## src/rtl/alu_multicycle.sv

```systemverilog
// Multi-cycle ALU: single-cycle ADD/SUB/XOR/SRA/OR/AND and an iterative shift-add MUL.
// Define ALU_FAST_MUL_EN to replace the iterative MUL with a single-cycle multiplier.
module alu_multicycle #(
    parameter int WIDTH    = 32,
    parameter int MUL_BITS = 1
) (
    input  logic             clk_i,
    input  logic             rst_i,
    input  logic             valid_i,
    input  logic [2:0]       ALUCtrl_i,
    input  logic [WIDTH-1:0] data1_i,
    input  logic [WIDTH-1:0] data2_i,
    output logic             ready_o,
    output logic             done_o,
    output logic [WIDTH-1:0] data_o,
    output logic             Zero_o
);
    localparam int N     = WIDTH / MUL_BITS;
    localparam int CNT_W = $clog2(N);
    localparam int SH_W  = $clog2(WIDTH);

    typedef enum logic {ST_IDLE, ST_MUL} state_e;

    state_e           state_q, state_d;
    logic [WIDTH-1:0] acc_q, acc_d;
    logic [WIDTH-1:0] mcand_q, mcand_d;
    logic [WIDTH-1:0] mplier_q, mplier_d;
    logic [WIDTH-1:0] data_q, data_d;
    logic [CNT_W-1:0] cnt_q, cnt_d;
    logic             done_q, done_d;
    logic [WIDTH-1:0] op_result;
    logic [WIDTH-1:0] acc_next;

    function automatic logic [WIDTH-1:0] chunk_pp(input logic [WIDTH-1:0] mc,
                                                 input logic [MUL_BITS-1:0] bits);
        logic [WIDTH-1:0] pp;
        pp = '0;
        for (int unsigned i = 0; i < MUL_BITS; i++) begin
            if (bits[i]) pp = pp + (mc << i);
        end
        return pp;
    endfunction

    always_comb begin
        op_result = '0;
        case (ALUCtrl_i)
            3'b000: op_result = data1_i + data2_i;
            3'b001: op_result = data1_i - data2_i;
`ifdef ALU_FAST_MUL_EN
            3'b010: op_result = data1_i * data2_i;
`endif
            3'b100: op_result = data1_i ^ data2_i;
            3'b101: op_result = WIDTH'($signed(data1_i) >>> data2_i[SH_W-1:0]);
            3'b110: op_result = data1_i | data2_i;
            3'b111: op_result = data1_i & data2_i;
            default: op_result = '0;
        endcase
    end

    // The first multiplier chunk is retired at the accept edge, so the last of the
    // N steps lands on the edge that makes done_o visible N cycles after acceptance.
    always_comb begin
        state_d  = state_q;
        acc_d    = acc_q;
        mcand_d  = mcand_q;
        mplier_d = mplier_q;
        cnt_d    = cnt_q;
        data_d   = data_q;
        done_d   = 1'b0;
        acc_next = acc_q + chunk_pp(mcand_q, mplier_q[MUL_BITS-1:0]);
        case (state_q)
            ST_IDLE: begin
                if (valid_i) begin
`ifdef ALU_FAST_MUL_EN
                    data_d = op_result;
                    done_d = 1'b1;
`else
                    if (ALUCtrl_i == 3'b010) begin
                        state_d  = ST_MUL;
                        acc_d    = chunk_pp(data1_i, data2_i[MUL_BITS-1:0]);
                        mcand_d  = data1_i << MUL_BITS;
                        mplier_d = data2_i >> MUL_BITS;
                        cnt_d    = CNT_W'(1);
                    end else begin
                        data_d = op_result;
                        done_d = 1'b1;
                    end
`endif
                end
            end
            ST_MUL: begin
                acc_d    = acc_next;
                mcand_d  = mcand_q << MUL_BITS;
                mplier_d = mplier_q >> MUL_BITS;
                cnt_d    = cnt_q + CNT_W'(1);
                if (cnt_q == CNT_W'(N - 1)) begin
                    data_d  = acc_next;
                    done_d  = 1'b1;
                    state_d = ST_IDLE;
                    cnt_d   = '0;
                end
            end
            default: state_d = ST_IDLE;
        endcase
    end

    always_ff @(posedge clk_i or posedge rst_i) begin
        if (rst_i) begin
            state_q  <= ST_IDLE;
            acc_q    <= '0;
            mcand_q  <= '0;
            mplier_q <= '0;
            cnt_q    <= '0;
            data_q   <= '0;
            done_q   <= 1'b0;
        end else begin
            state_q  <= state_d;
            acc_q    <= acc_d;
            mcand_q  <= mcand_d;
            mplier_q <= mplier_d;
            cnt_q    <= cnt_d;
            data_q   <= data_d;
            done_q   <= done_d;
        end
    end

    assign ready_o = (state_q == ST_IDLE);
    assign done_o  = done_q;
    assign data_o  = data_q;
    assign Zero_o  = (data_q == '0);
endmodule

```

## config.mk

```make
export PLATFORM = sky130hd
export DESIGN_NAME = alu_multicycle
export DESIGN_NICKNAME = d
export VERILOG_FILES = /design/src/rtl/alu_multicycle.sv
export SDC_FILE = /design/constraint.sdc
export NUM_CORES = 1
export LEC_CHECK = 0
export CAP_MARGIN = 30
export CORE_MARGIN = 1.5
export CORE_UTILIZATION = 31
export CTS_CLUSTER_SIZE = 20
export DETAILED_ROUTE_END_ITERATION = 8
export GPL_TIMING_DRIVEN = 0
export SLEW_MARGIN = 5
export SYNTH_ARGS = -nofsm -noshare
export SYNTH_HDL_FRONTEND = slang
export SYNTH_SLANG_ARGS = --single-unit
```

## constraint.sdc

```tcl
create_clock -name clk_i -period 6.9 [get_ports clk_i]
set_input_delay 1.38 -clock clk_i [delete_from_list [all_inputs] [get_ports clk_i]]
set_output_delay 1.38 -clock clk_i [all_outputs]
set_load 0.02 [all_outputs]
```

# Yosys cells after proc, flatten, opt, wreduce, memory -nomap -nowiden
# Index checks and enable logic that the tools add are counted.
[classes] addsub=4 n_eq_ne=11 shifts=1 muxes=28 bitwise_logic=4 n_reduce_logical=4
[op_table] cell="$mux W32" count=11
[op_table] cell="$pmux W32 S2" count=4
[op_table] cell="$pmux W32 S6" count=1
[op_table] cell="$add A32 B32 Y32" count=2
[op_table] cell="$and A32 B32 Y32" count=1
[op_table] cell="$logic_not A32 Y1" count=1
[op_table] cell="$or A32 B32 Y32" count=1
[op_table] cell="$sshr A32 B5 Y32" count=1
[op_table] cell="$sub A32 B32 Y32" count=1
[op_table] cell="$xor A32 B32 Y32" count=1
[op_table] cell="$mux W5" count=3
[op_table] cell="$eq A3 B3 Y1 const B" count=4
[op_table] cell="$pmux W5 S2" count=1
[op_table] cell="$mux W1" count=6
[op_table] cell="$add A5 B1 Y5 const B" count=1
[op_table] cell="$eq A5 B5 Y1 const B" count=1
[op_table] cell="$ne A2 B1 Y1 const B" count=2
[op_table] cell="$ne A2 B2 Y1 const B" count=2
[op_table] cell="$pmux W1 S2" count=2
[op_table] cell="$eq A3 B1 Y1 const B" count=1
[op_table] cell="$eq A3 B2 Y1 const B" count=1
[op_table] cell="$logic_not A3 Y1" count=1
[op_table] cell="$reduce_and A3 Y1" count=1
[op_table] cell="$reduce_and A2 Y1" count=1
[op_table] cell="$not A1 Y1" count=1
[word_totals] regBits=135 out_inout_bits=35 elab_cells=59

# Longest topological paths before layout
# Gate-level depths: netlist of run 1.
[logic_depth] word_depth=5 ltp_mapped=22 depth_no_buf=18

# Worst setup path before layout of run 1
# No wires, ideal clock.
[synth_timing] kind="in2reg" startpoint="input port data2_i[0]" endpoint="register data_q[30] (netlist: data_o[30])" t_arrival_ps=5236 t_required_ps=6822 setup_slack_ps=1587 cell_stages=22 n_path_buf=4 path_cell_list="buf_6 > buf_2 > inv_1 > clkbuf_1 > ha_1 > nand2_1 > nor3_1 > nand4_1 > nor2_1 > a31oi_1 > xnor2_1 > ha_1 > clkbuf_1 > nand2_1 > o21ai_0 > nor2_1 > and3_1 > nor3_1 > a41oi_1 > xor2_1 > o21ai_0 > o2bb2ai_1"
[synth_between] elab_chain_cells=5 word_cells_on_any_way=7 cone_classes="2 x add/sub; 1 x shift; 4 x mux"
[synth_lines] item="start, declared" line="12" text="input logic [WIDTH-1:0] data2_i,"
[synth_lines] item="$sub A32 B32 Y32, or another cell as far along" line="48" text="3'b001: op_result = data1_i - data2_i;"
[synth_lines] item="$pmux W32 S6 (*)" line="46" text="case (ALUCtrl_i)"
[synth_lines] item="$mux W32 (*)" line="78" text="if (ALUCtrl_i == 3'b010) begin"
[synth_lines] item="$mux W32 (*)" line="73" text="if (valid_i) begin"
[synth_lines] item="$pmux W32 S2 (*)" line="71" text="case (state_q)"
[synth_lines] item="end signal, assigned" line="122" text="data_q <= data_d;"
[synth_lines] item="end, declared" line="28" text="logic [WIDTH-1:0] data_q, data_d;"
# Every way passes the cells marked *; elsewhere a longest branch is shown, timed or not. The select of a mux whose other input is x is not followed.
# A chain may end at the register's enable or synchronous reset.

# Worst setup path in the final report of run 1
[layout_timing] startpoint="input port data2_i[0]" endpoint="register data_q[20] (netlist: data_o[20])"
# Same word-level chain as after synthesis.

==> run summary, run 1 <==
initial core utilization: 0.316
Die ar.: 0.0465 mm^2
Post-synth EDFFs: 0
Power Internal: 0.00260 W
Ys Warns: 0
Flop pwr share: 0.272
antenna violations before repair: 0
r2r endpoint: data_o[31]
GPL Wtd Cong: 1.01
Clock Path Buffers: 2
Site Rows: 77
post-synthesis cell type count: 68
RR Startpoint: mplier_q[0]
Static Leak: 6.90 nW
R2R depth: 14
vias per inst: 5.88
clock sink count: 133
WP buf/inv: 4
Top Usage Layer GRT: met2
Yosys top cell area share: 0.238
Comb pwr share: 0.543
Post-Syn Instances: 1,842
DRC: 0
cell mode on critical path: nand2_1
worst vdd ir: 0.000172 V
Seq/Total Area, Yosys: 0.238
Slew Limit Fails: 0
worst path required time: 7.20 ns
Die Span Y: 216 um
Post-Place Cell Area: 0.0159 mm^2
largest area contributor in the netlist: dfrtp_1
Worst path top cell family by delay: compound AO/OA/AOI/OAI gates
clock power share: 0.186
crit end category: register
WL/cell: 25.1 um
# setup viols final: 0
PD cells: 306 mW/mm^2
Finished Cell Area: 0.0165 mm^2
CTS tree: yes
critical path cell sequence: dlymetal6s2s_1, buf_6, buf_2, clkinvlp_4, ha_1, nand2_1, nor3_2, nand4_1, nand2_1, xnor2_1, ha_1, nand2_1, o21ai_0, a2111oi_1, a211oi_2, o21ai_1, mux2_2, nor2_1, o41ai_1, a31oi_1
post-CTS setup buffer count: 0
TritonCTS Buffers: 17
Sw Ratio: 0.483
Slowest cell on crit path: a2111oi_1
clock skew: 0.0160 ns
RSZ-0062 raised after global routing: false
Clock Latency Late Sink: 0.46 ns
Hold Buf Count CTS: 0
IO Count: 105
I/O Buffers: 104
Final Hold Fails: 0
Initial DRC Count: 1,658
share of cells above drive strength 1: 0.0435
status: complete, no violations
Area growth syn-to-layout: 17.5%
Seq cells post-synth: 133
asr flop ratio synth: 1.00
Worst Tran Pin Value: 1.06 ns
Ant. Diodes: 0
syn avg cell area: 7.61 um^2
Worst Hold Class: register to register
Main synth FF type: dfrtp_1
global-route usage over all layers: 0.274
CP max FO: 12
worst rel slew slack: 0.296
period utilisation layout: 0.937
crit path time final: 6.46 ns
largest net degree at the start of global routing: 72
Crit path arrival time: 6.77 ns
met1 usage: 0.372
hold-critical path depth: 2
Max Freq: 0.155 GHz
# Max-Cap Violations: 0
CP max stage delay: 0.66 ns
worst setup margin: 0.435 ns
die width: 216 um
post-placement cell count: 2,542
sw power: 0.00243 W
global-route wire length before repair: 93,900 um
grt ovf: 0
min-delay src: mplier_q[20]
hold path endpoint: mplier_q[19]
met3 usage: 0.0510
DRT Wirelength: 64,500 um
Reg2Reg Setup Slack: 2.42 ns
CP Launch Type: input port
Initial DRT Pass Iterations: 5
Root Buffer: clkbuf_16
Layout Nets: 2,167
kind of critical path: input port to register
met2 Use GR: 0.424
vias in the first global route: 14.0k
Synth Cell Area: 0.0140 mm^2
Fill cells: 4,691
post-route non-filler standard cell count: 2,571
Syn Nets: 2,042
ranking of synthesized cells by area: dfrtp_1 (24%), ha_1 (11%), nand2_1 (8.3%)
DP Wirelength: 51,300 um
final core utilization: 0.371
setup TNS: 0 ns
H-tree depth: 4
post-route ant nets: 0
DP Worst Slack: -1.15 ns
Core Area: 0.0444 mm^2
via count: 15.1k
Reg clk slew, reported paths: 0.06 ns
[flip-flops by register name (all words and copies together) (netlist names)]
| register | count |
|---|---|
| mcand_q | 31 |
| acc_q | 32 |
| done_o | 1 |
| state_q | 1 |
| data_o | 32 |
| cnt_q | 5 |
| mplier_q | 31 |
[cell usage in the layout (no fill, tap or decap), drive strengths merged, types with 12 or more instances in the layout]
cell type,netlist,final
a21o,17,17
a21oi,140,140
a22oi,17,17
a31oi,49,49
and2,43,43
and3,16,16
buf,26,30
clkbuf,87,102
clkdlybuf4s50,0,103
dfrtp,133,133
ha,128,128
inv,89,91
mux2i,87,87
mux4,29,29
nand2,309,309
nand2b,13,13
nand3,34,34
nand4,16,16
nor2,141,141
nor3,29,29
nor4,19,19
o21ai,209,209
xnor2,60,60
xor2,12,12
[area by class of cell]
class	count	area, um^2	share of cell area
clock inverters	14	154	0.00935
plain buffers	111	435	0.0264
inverters	89	343	0.0208
well taps	592	741	0.0450
repair buffers	108	1110	0.0675
multi-input cells	1507	9930	0.603
clock buffers	17	425	0.0258
flip-flops and latches	133	3330	0.202
[tightest hold or removal path, stage by stage (launching register included)]
cell and delay (ns):
dfrtp_1 0.34, nand2_1 0.05, o21ai_0 0.06
[cells in the mapped netlist (34+ instances only)]
master	instances
ha_1	128
nor2_1	141
a21oi_1	140
mux2i_1	87
nand3_1	34
xnor2_1	60
clkbuf_1	87
and2_1	42
nand2_1	309
inv_1	87
dfrtp_1	133
a31oi_1	49
o21ai_0	205
[per-layer routing]
layer	vias to the layer above	share of wire	wire length, um
li1	6830	-	-
met4	0	0.042	2700
met1	7461	0.44	28100
met2	691	0.44	28600
met3	128	0.080	5160
met5	-	0	0
[metrics by stage]
| stage | power (W) | hold slack, ns |
|---|---|---|
| after detailed placement | 0.00405 | 0.473 |
| after global placement | 0.00399 | 0.465 |
| after global routing | 0.00533 | 0.512 |
| after floorplan | 0.00296 | 0.449 |
| final | 0.00504 | 0.482 |
| after CTS | 0.00500 | 0.480 |
[power by group through the flow]
stage | Combinational, W | Sequential (W) | Clock, W
CTS | 0.00269 | 0.00136 | 0.000956
global placement | 0.00263 | 0.00136 | 0
global route | 0.00294 | 0.00140 | 0.000985
detailed placement | 0.00267 | 0.00137 | 0
floorplan | 0.00156 | 0.00139 | 0
finish | 0.00273 | 0.00137 | 0.000937
[logic make-up after synthesis]
logic type / share of synthesized area
fa+ha+maj: 0.117
flops: 0.237
compound gates: 0.225
simple gates: 0.204
xor+xnor: 0.0450
mux: 0.115
buf+inv: 0.0554
[worst max-delay path by stage]
stage | slack [ns] | startpoint | cells past startpoint | to
after global routing | 0.25 | data2_i[0] | 20 | data_o[20]
final | 0.44 | data2_i[0] | 20 | data_o[20]
after CTS | 0.19 | data2_i[0] | 20 | data_o[20]
after global placement | -1.13 | data2_i[0] | 23 | data_o[30]
after detailed placement | -1.15 | data2_i[0] | 23 | data_o[22]
after floorplan | 1.59 | data2_i[0] | 22 | data_o[30]
[repair_timing]
action                     in CTS  in global routing
gates resized for setup         4                  5
setup endpoints to repair      13                  8
pin swaps                       0                  0
(Power assumes the default switching activity.)
==> inputs of run 2 (changes only) <==
--- a/config.mk
+++ b/config.mk
@@ -11,6 +11,7 @@
 export CTS_CLUSTER_SIZE = 20
 export DETAILED_ROUTE_END_ITERATION = 8
 export GPL_TIMING_DRIVEN = 0
+export HOLD_SLACK_MARGIN = 0.05
 export SLEW_MARGIN = 5
 export SYNTH_ARGS = -nofsm -noshare
 export SYNTH_HDL_FRONTEND = slang
==> results of run 2 <==
Same layout as run 1: the final DEF is identical, and so are final timing and power.
==> inputs of run 3 (changes only) <==
--- a/config.mk
+++ b/config.mk
@@ -8,7 +8,7 @@
 export CAP_MARGIN = 30
 export CORE_MARGIN = 1.5
 export CORE_UTILIZATION = 31
-export CTS_CLUSTER_SIZE = 20
+export CTS_CLUSTER_SIZE = 8
 export DETAILED_ROUTE_END_ITERATION = 8
 export GPL_TIMING_DRIVEN = 0
 export HOLD_SLACK_MARGIN = 0.05
==> results of run 3 <==
Same layout as run 1: the final DEF is identical, and so are final timing and power.
